[src/rtl/madd_result_accumulator_if.sv]
// -----------------------------------------------------------------------------
// madd_result_accumulator_if
// Bus that groups the signals around madd_result_accumulator.
//   ivalid/ilast/bias : upstream beat offer (operands go to the multiply-add
//                       stage in the same cycle)
//   oready            : upstream may launch a beat this cycle
//   madd_result       : multiply-add stage output, aligned MADD_LATENCY later
//   ovalid/result     : accumulated element, first-word-fall-through
//   iready            : downstream accepts result
// master = environment side, slave = accumulator side.
// -----------------------------------------------------------------------------
interface madd_result_accumulator_if;
  logic               ivalid;
  logic               ilast;
  logic signed [31:0] bias;
  logic               oready;
  logic signed [31:0] madd_result;
  logic               ovalid;
  logic               iready;
  logic signed [31:0] result;

  modport master (
    output ivalid, ilast, bias, madd_result, iready,
    input  oready, ovalid, result
  );

  modport slave (
    input  ivalid, ilast, bias, madd_result, iready,
    output oready, ovalid, result
  );
endinterface

[src/rtl/madd_result_accumulator.sv]
// -----------------------------------------------------------------------------
// madd_result_accumulator
// Follows an uncontrolled fixed-latency multiply-add stage. A tag delay line
// marks which madd_result beats are real, a single accumulator adds the beats
// of one element on top of its bias, and finished sums land in a small
// first-word-fall-through FIFO. Upstream is throttled by counting FIFO entries
// plus element-ending beats still inside the multiply-add pipeline, so the
// FIFO can never overflow.
// Ports:
//   clock  : rising-edge clock
//   resetn : asynchronous active-low reset
//   bus    : madd_result_accumulator_if.slave (see interface header)
// -----------------------------------------------------------------------------
module madd_result_accumulator #(
  parameter int MADD_LATENCY = 4,
  parameter int OUT_DEPTH    = 4
) (
  input  logic                      clock,
  input  logic                      resetn,
  madd_result_accumulator_if.slave  bus
);

  localparam int PTR_W = (OUT_DEPTH > 1) ? $clog2(OUT_DEPTH) : 1;
  localparam int CNT_W = PTR_W + 1;

  if (MADD_LATENCY < 1 || MADD_LATENCY > 16)
    $error("MADD_LATENCY must be in 1..16");
  if (OUT_DEPTH < 2 || OUT_DEPTH > 16 || (OUT_DEPTH & (OUT_DEPTH - 1)) != 0)
    $error("OUT_DEPTH must be a power of two in 2..16");

  typedef struct packed {
    logic               vld;
    logic               first;
    logic               last;
    logic signed [31:0] bias;
  } tag_t;

  // Two's complement add that wraps silently; no saturation on this path.
  function automatic logic signed [31:0] wrap_add(input logic signed [31:0] a,
                                                  input logic signed [31:0] b);
    return a + b;
  endfunction

  tag_t               r_tag [MADD_LATENCY];
  logic               r_in_group;
  logic signed [31:0] r_acc;
  logic signed [31:0] r_mem [OUT_DEPTH];
  logic [PTR_W-1:0]   r_wr_ptr;
  logic [PTR_W-1:0]   r_rd_ptr;
  logic [CNT_W-1:0]   r_count;

  logic               w_accept;
  tag_t               w_tag_in;
  tag_t               w_tag_out;
  logic signed [31:0] w_sum;
  logic               w_push;
  logic               w_pop;
  logic               w_full;
  logic [5:0]         w_inflight;
  logic [5:0]         w_credit_used;

  // Credit covers entries already in the FIFO plus element ends still in the
  // multiply-add pipeline; only registered state feeds oready.
  always_comb begin
    w_inflight = '0;
    for (int i = 0; i < MADD_LATENCY; i++)
      w_inflight = w_inflight + 6'(r_tag[i].vld & r_tag[i].last);
  end

  assign w_credit_used = 6'(r_count) + w_inflight;
  assign bus.oready    = resetn && (w_credit_used < 6'(OUT_DEPTH));
  assign w_accept      = bus.ivalid && bus.oready;

  always_comb begin
    w_tag_in       = '0;
    w_tag_in.vld   = w_accept;
    w_tag_in.first = !r_in_group;
    w_tag_in.last  = bus.ilast;
    w_tag_in.bias  = bus.bias;
  end

  // ---- stage boundary: tag delay line, one stage per multiply-add cycle ----
  always_ff @(posedge clock or negedge resetn) begin
    if (!resetn) begin
      for (int i = 0; i < MADD_LATENCY; i++) r_tag[i] <= '0;
      r_in_group <= 1'b0;
    end else begin
      r_tag[0] <= w_tag_in;
      for (int i = 1; i < MADD_LATENCY; i++) r_tag[i] <= r_tag[i-1];
      if (w_accept) r_in_group <= !bus.ilast;
    end
  end

  assign w_tag_out = r_tag[MADD_LATENCY-1];
  assign w_sum     = wrap_add(w_tag_out.first ? w_tag_out.bias : r_acc,
                              bus.madd_result);
  assign w_push    = w_tag_out.vld && w_tag_out.last;
  assign w_pop     = bus.ovalid && bus.iready;
  assign w_full    = (r_count == CNT_W'(OUT_DEPTH));

  // ---- stage boundary: accumulator, consumes the tag aligned with madd_result ----
  always_ff @(posedge clock or negedge resetn) begin
    if (!resetn) begin
      r_acc <= '0;
    end else if (w_tag_out.vld) begin
      r_acc <= w_tag_out.last ? '0 : w_sum;
    end
  end

  // ---- stage boundary: output FIFO ----
  always_ff @(posedge clock) begin
    if (w_push) r_mem[r_wr_ptr] <= w_sum;
  end

  always_ff @(posedge clock or negedge resetn) begin
    if (!resetn) begin
      r_wr_ptr <= '0;
      r_rd_ptr <= '0;
      r_count  <= '0;
    end else begin
      if (w_push) r_wr_ptr <= r_wr_ptr + 1'b1;
      if (w_pop)  r_rd_ptr <= r_rd_ptr + 1'b1;
      case ({w_push, w_pop})
        2'b10:   r_count <= r_count + 1'b1;
        2'b01:   r_count <= r_count - 1'b1;
        default: r_count <= r_count;
      endcase
    end
  end

  assign bus.ovalid = (r_count != '0);
  // Gated so the output reads zero whenever the FIFO is empty or in reset.
  assign bus.result = bus.ovalid ? r_mem[r_rd_ptr] : '0;

  a_no_overflow: assert property (@(posedge clock) disable iff (!resetn)
                                  !(w_push && w_full && !w_pop));

endmodule
[src/flat_wrapper.sv]
// flat-port wrapper written by rule: the top's interface ports become plain ports
module madd_result_accumulator_flat 
#(
  parameter int MADD_LATENCY = 4,
  parameter int OUT_DEPTH    = 4
)
  (clock, resetn, bus_ivalid, bus_ilast, bus_bias, bus_madd_result, bus_iready, bus_oready, bus_ovalid, bus_result);
  madd_result_accumulator_if bus_i ();
  input  logic clock;
  input  logic resetn;
  input wire logic [$bits(bus_i.ivalid)-1:0] bus_ivalid;
  input wire logic [$bits(bus_i.ilast)-1:0] bus_ilast;
  input wire logic [$bits(bus_i.bias)-1:0] bus_bias;
  input wire logic [$bits(bus_i.madd_result)-1:0] bus_madd_result;
  input wire logic [$bits(bus_i.iready)-1:0] bus_iready;
  output wire logic [$bits(bus_i.oready)-1:0] bus_oready;
  output wire logic [$bits(bus_i.ovalid)-1:0] bus_ovalid;
  output wire logic [$bits(bus_i.result)-1:0] bus_result;
  assign bus_i.ivalid = bus_ivalid;
  assign bus_i.ilast = bus_ilast;
  assign bus_i.bias = bus_bias;
  assign bus_i.madd_result = bus_madd_result;
  assign bus_i.iready = bus_iready;
  assign bus_oready = bus_i.oready;
  assign bus_ovalid = bus_i.ovalid;
  assign bus_result = bus_i.result;
  madd_result_accumulator #(.MADD_LATENCY(MADD_LATENCY), .OUT_DEPTH(OUT_DEPTH)) u_core (.clock(clock), .resetn(resetn), .bus(bus_i));
endmodule
[config.mk]
export PLATFORM = sky130hd
export DESIGN_NAME = madd_result_accumulator_flat
export DESIGN_NICKNAME = d
export VERILOG_FILES = /design/src/rtl/madd_result_accumulator_if.sv /design/src/rtl/madd_result_accumulator.sv /design/src/flat_wrapper.sv
export SDC_FILE = /design/constraint.sdc
export NUM_CORES = 1
export LEC_CHECK = 0
export CORE_MARGIN = 8
export CORE_UTILIZATION = 55
export CTS_CLUSTER_SIZE = 16
export DETAILED_ROUTE_END_ITERATION = 10
export GPL_TIMING_DRIVEN = 1
export HOLD_SLACK_MARGIN = 0.05
export PLACE_DENSITY_LB_ADDON = 0.05
export SYNTH_ARGS = -nofsm -noshare
export SYNTH_HDL_FRONTEND = slang
export SYNTH_SLANG_ARGS = --single-unit
[constraint.sdc]
create_clock -name clock -period 6.2 [get_ports clock]
set_clock_uncertainty 0.2 [all_clocks]
set_input_delay 1.24 -clock clock [delete_from_list [all_inputs] [get_ports clock]]
set_output_delay 1.24 -clock clock [all_outputs]
set_load 0.01 [all_outputs]
==> flow_metrics.env <==
export IMPL_status="finished, final reports clean"
export IMPL_cp_start_kind="flop"
export IMPL_async_flop_share_pct=58.4
export IMPL_ys_top_cells_by_area="dfrtp_1 (37%), edfxtp_1 (32%), mux4_2 (5.9%)"
export IMPL_numCtsBuffers=30
export IMPL_post_dp_hpwl_mm=16.9
export IMPL_hold_viol=0
export IMPL_r2r_slack_ns=2.47
export IMPL_placementRows=54
export IMPL_die_y_microns=165
export IMPL_ant_nets=0
export IMPL_final_max_slew_violation_count=0
export IMPL_n_antenna_cell=0
export IMPL_synth_warnings=0
export IMPL_cts_resized=0
export IMPL_num_vias=6848
export IMPL_tightestPinTransition_ns=1.08
export IMPL_wl_mm=24.3
export IMPL_max_cap_viol_count=0
export IMPL_die_area_sq_um=27200
export IMPL_synth_top_cell_area_share_pct=37.0
export IMPL_area_growth_syn_to_layout_pct=18.4
export IMPL_post_place_ws_ns=1.84
export IMPL_io_buffers=102
export IMPL_setup_worst_path_end_class="output port"
export IMPL_gp_congestion=0.944
export IMPL_grt_use_total_pct=18.5
export IMPL_period_minus_slack_ns=4.93
export IMPL_drc_errors=0
export IMPL_ys_top_cells_by_count="dfrtp_1 (180), edfxtp_1 (128), inv_1 (62)"
export IMPL_routed_top_layer="met4"
export IMPL_layout_setup_ws_ns=1.27
export IMPL_initial_utilization_pct=56.0
export IMPL_drt_initial_drc_count=443
export IMPL_drt_first_pass_iters=5
export IMPL_grt_pass1_vias=7189
export IMPL_cts_tree="built"
export IMPL_path_cells="buf_4, nand2_1, fa_1, inv_1, ha_1, a31o_2, a21oi_1, clkdlybuf4s50_1"
export IMPL_synth_edf_count=128
export IMPL_fin_tns_setup_ns=0
export IMPL_yosysTopAreaCell="dfrtp_1"
export IMPL_p_leak_nw=5.81
export IMPL_gr_total_overflow=0
export IMPL_grt_max_degree=90
export IMPL_hp_class="flop to flop"
export IMPL_cts_hold_buf=0
export IMPL_irDropWorstVdd_mv=0.335
export IMPL_nets=1051
export IMPL_arrival_ns=3.49
export IMPL_root_buffer="clkbuf_16"
export IMPL_clock_sinks=308
export IMPL_min_period_over_period_pct=79.5
export IMPL_cp_max_fo=48
export IMPL_synth_nets=945
export IMPL_grt_pass1_wl_mm=38.9
export IMPL_synth_most_common_cell="dfrtp_1"
export IMPL_powerDensity_nw_per_um2=494
export IMPL_dr_wl_met2_mm=11.3
export IMPL_cp_slowest_stage_delay_ns=0.62
export IMPL_clk_path_buf_depth=3
export IMPL_fmax_mhz=203
export IMPL_fp_dieW_microns=165
export IMPL_synth_seq_cells=308
export IMPL_rsz0062_at_grt="false"
export IMPL_clkLatencyLatePin_ns=0.55
export IMPL_htree_levels=1
export IMPL_postCtsSetupBuffers=0
export IMPL_wl_per_cell_microns=19.5
export IMPL_route_layer_met1_wl_mm=11.2
export IMPL_ios=103
export IMPL_syn_area_sq_um=12200
export IMPL_via_per_inst=5.50
export IMPL_fin_hold_ws_ns=0.144
export IMPL_synth_cell_type_count=60
export IMPL_yosysSeqAreaShare_pct=68.5
export IMPL_relSlewSlack_pct=28.3
export IMPL_syn_mean_instance_area_sq_um=14.6
export IMPL_utilization_pct=66.3
export IMPL_antenna_found_initial=0
export IMPL_path_class="flop to output port"
export IMPL_clk_pin_slew_ns=0.06
export IMPL_synth_flop_cell="dfrtp_1"
export IMPL_slowest_stage="fa_1"
export IMPL_drive_gt1_share_pct=10.8
export IMPL_wl_met3_mm=1.35
export IMPL_coreArea_sq_um=21800
export IMPL_cp_required_ns=4.76
export IMPL_synth_cells=835
export IMPL_finalSetupViolations=0
## registers in the layout, summed over array words and instances, names as in the netlist
signal             count
u_core.r_count         3
u_core.r_mem         128
u_core.r_acc          32
u_core.r_rd_ptr        2
u_core.r_in_group      1
u_core.r_wr_ptr        2
u_core.r_tag         140
## report_power, final
| group | leakage, nW | switching (mW) | internal, mW | total (mW) |
|---|---|---|---|---|
| Sequential | 3.30 | 0.145 | 2.63 | 2.77 |
| Combinational | 2.04 | 1.54 | 1.12 | 2.66 |
| Clock | 0.465 | 0.707 | 0.982 | 1.69 |
## cell type report
type	instances	area (sq um)
Sequential cell	308	8350
Fill cell	1581	7330
Multi-Input combinational cell	431	3470
Timing Repair Buffer	108	1070
Clock buffer	46	881
Tap cell	280	350
Inverter	62	233
Clock inverter	9	67.6
## routing by layer
metal	up-vias	track usage [%]
li1	3206	-
met1	3380	26.6
met2	222	29.3
met3	40	2.79
met4	0	4.63
met5	-	0
## critical path: cells and delay by family, from the launching register on
| family | cells | cell delay (ns) |
|---|---|---|
| buffers and inverters | 3 | 1.03 |
| adders and majority gates | 2 | 0.89 |
| AOI/OAI and AO/OA | 2 | 0.41 |
| and+or+nand+nor | 1 | 0.30 |
| DFF | 1 | 0.32 |
## per-stage QoR
step           std cells  total power, mW  instance area (sq um)
2_1_floorplan        835             4.50                  12200
3_3_place_gp        1189             5.39                  13500
3_5_place_dp        1189             5.46                  13500
4_1_cts             1244             7.17                  14400
5_1_grt             1244             7.54                  14400
6_report            1244             7.12                  14400
## final timing paths
check / start / endpoint / cells past startpoint
min reg2reg: u_core.r_tag[66] / u_core.r_tag[31] / 0
min in group asynchronous: resetn / u_core.r_tag[113] / 1
max in group asynchronous: resetn / u_core.r_tag[25] / 2
max: u_core.r_tag[34] / bus_oready / 8
max reg2reg: u_core.r_tag[33] / u_core.r_mem[0][28] / 11
min: u_core.r_tag[66] / u_core.r_tag[31] / 0
## cells by family (layout without fill, tap and decap cells)
| group | after synthesis | after routing | synth area share [%] |
|---|---|---|---|
| compound gates | 165 | 165 | 8.82 |
| xor+xnor | 35 | 35 | 2.52 |
| fa+ha+maj | 41 | 41 | 4.39 |
| buf+inv | 96 | 225 | 3.03 |
| flops | 308 | 308 | 68.5 |
| mux | 34 | 34 | 6.09 |
| simple gates | 156 | 156 | 6.65 |
## layout by cell type, fill, tap and decap left out, drive strengths merged, types with 5 or more instances in the layout
cell type | synthesis | final
nand4 | 8 | 8
a21o | 19 | 19
edfxtp | 128 | 128
clkbuf | 27 | 46
nor3 | 5 | 5
xor2 | 15 | 15
o22ai | 19 | 19
nand3b | 9 | 9
clkdlybuf4s50 | 0 | 101
xnor2 | 20 | 20
nor2 | 17 | 17
and2 | 34 | 34
dfrtp | 180 | 180
inv | 62 | 63
buf | 7 | 7
a21oi | 31 | 31
mux4 | 32 | 32
ha | 38 | 38
nand2b | 7 | 7
o21ai | 57 | 57
nand2 | 56 | 56
and3 | 7 | 7
o211ai | 5 | 5
clkinv | 0 | 7
Power figures use the tool's default switching activity.
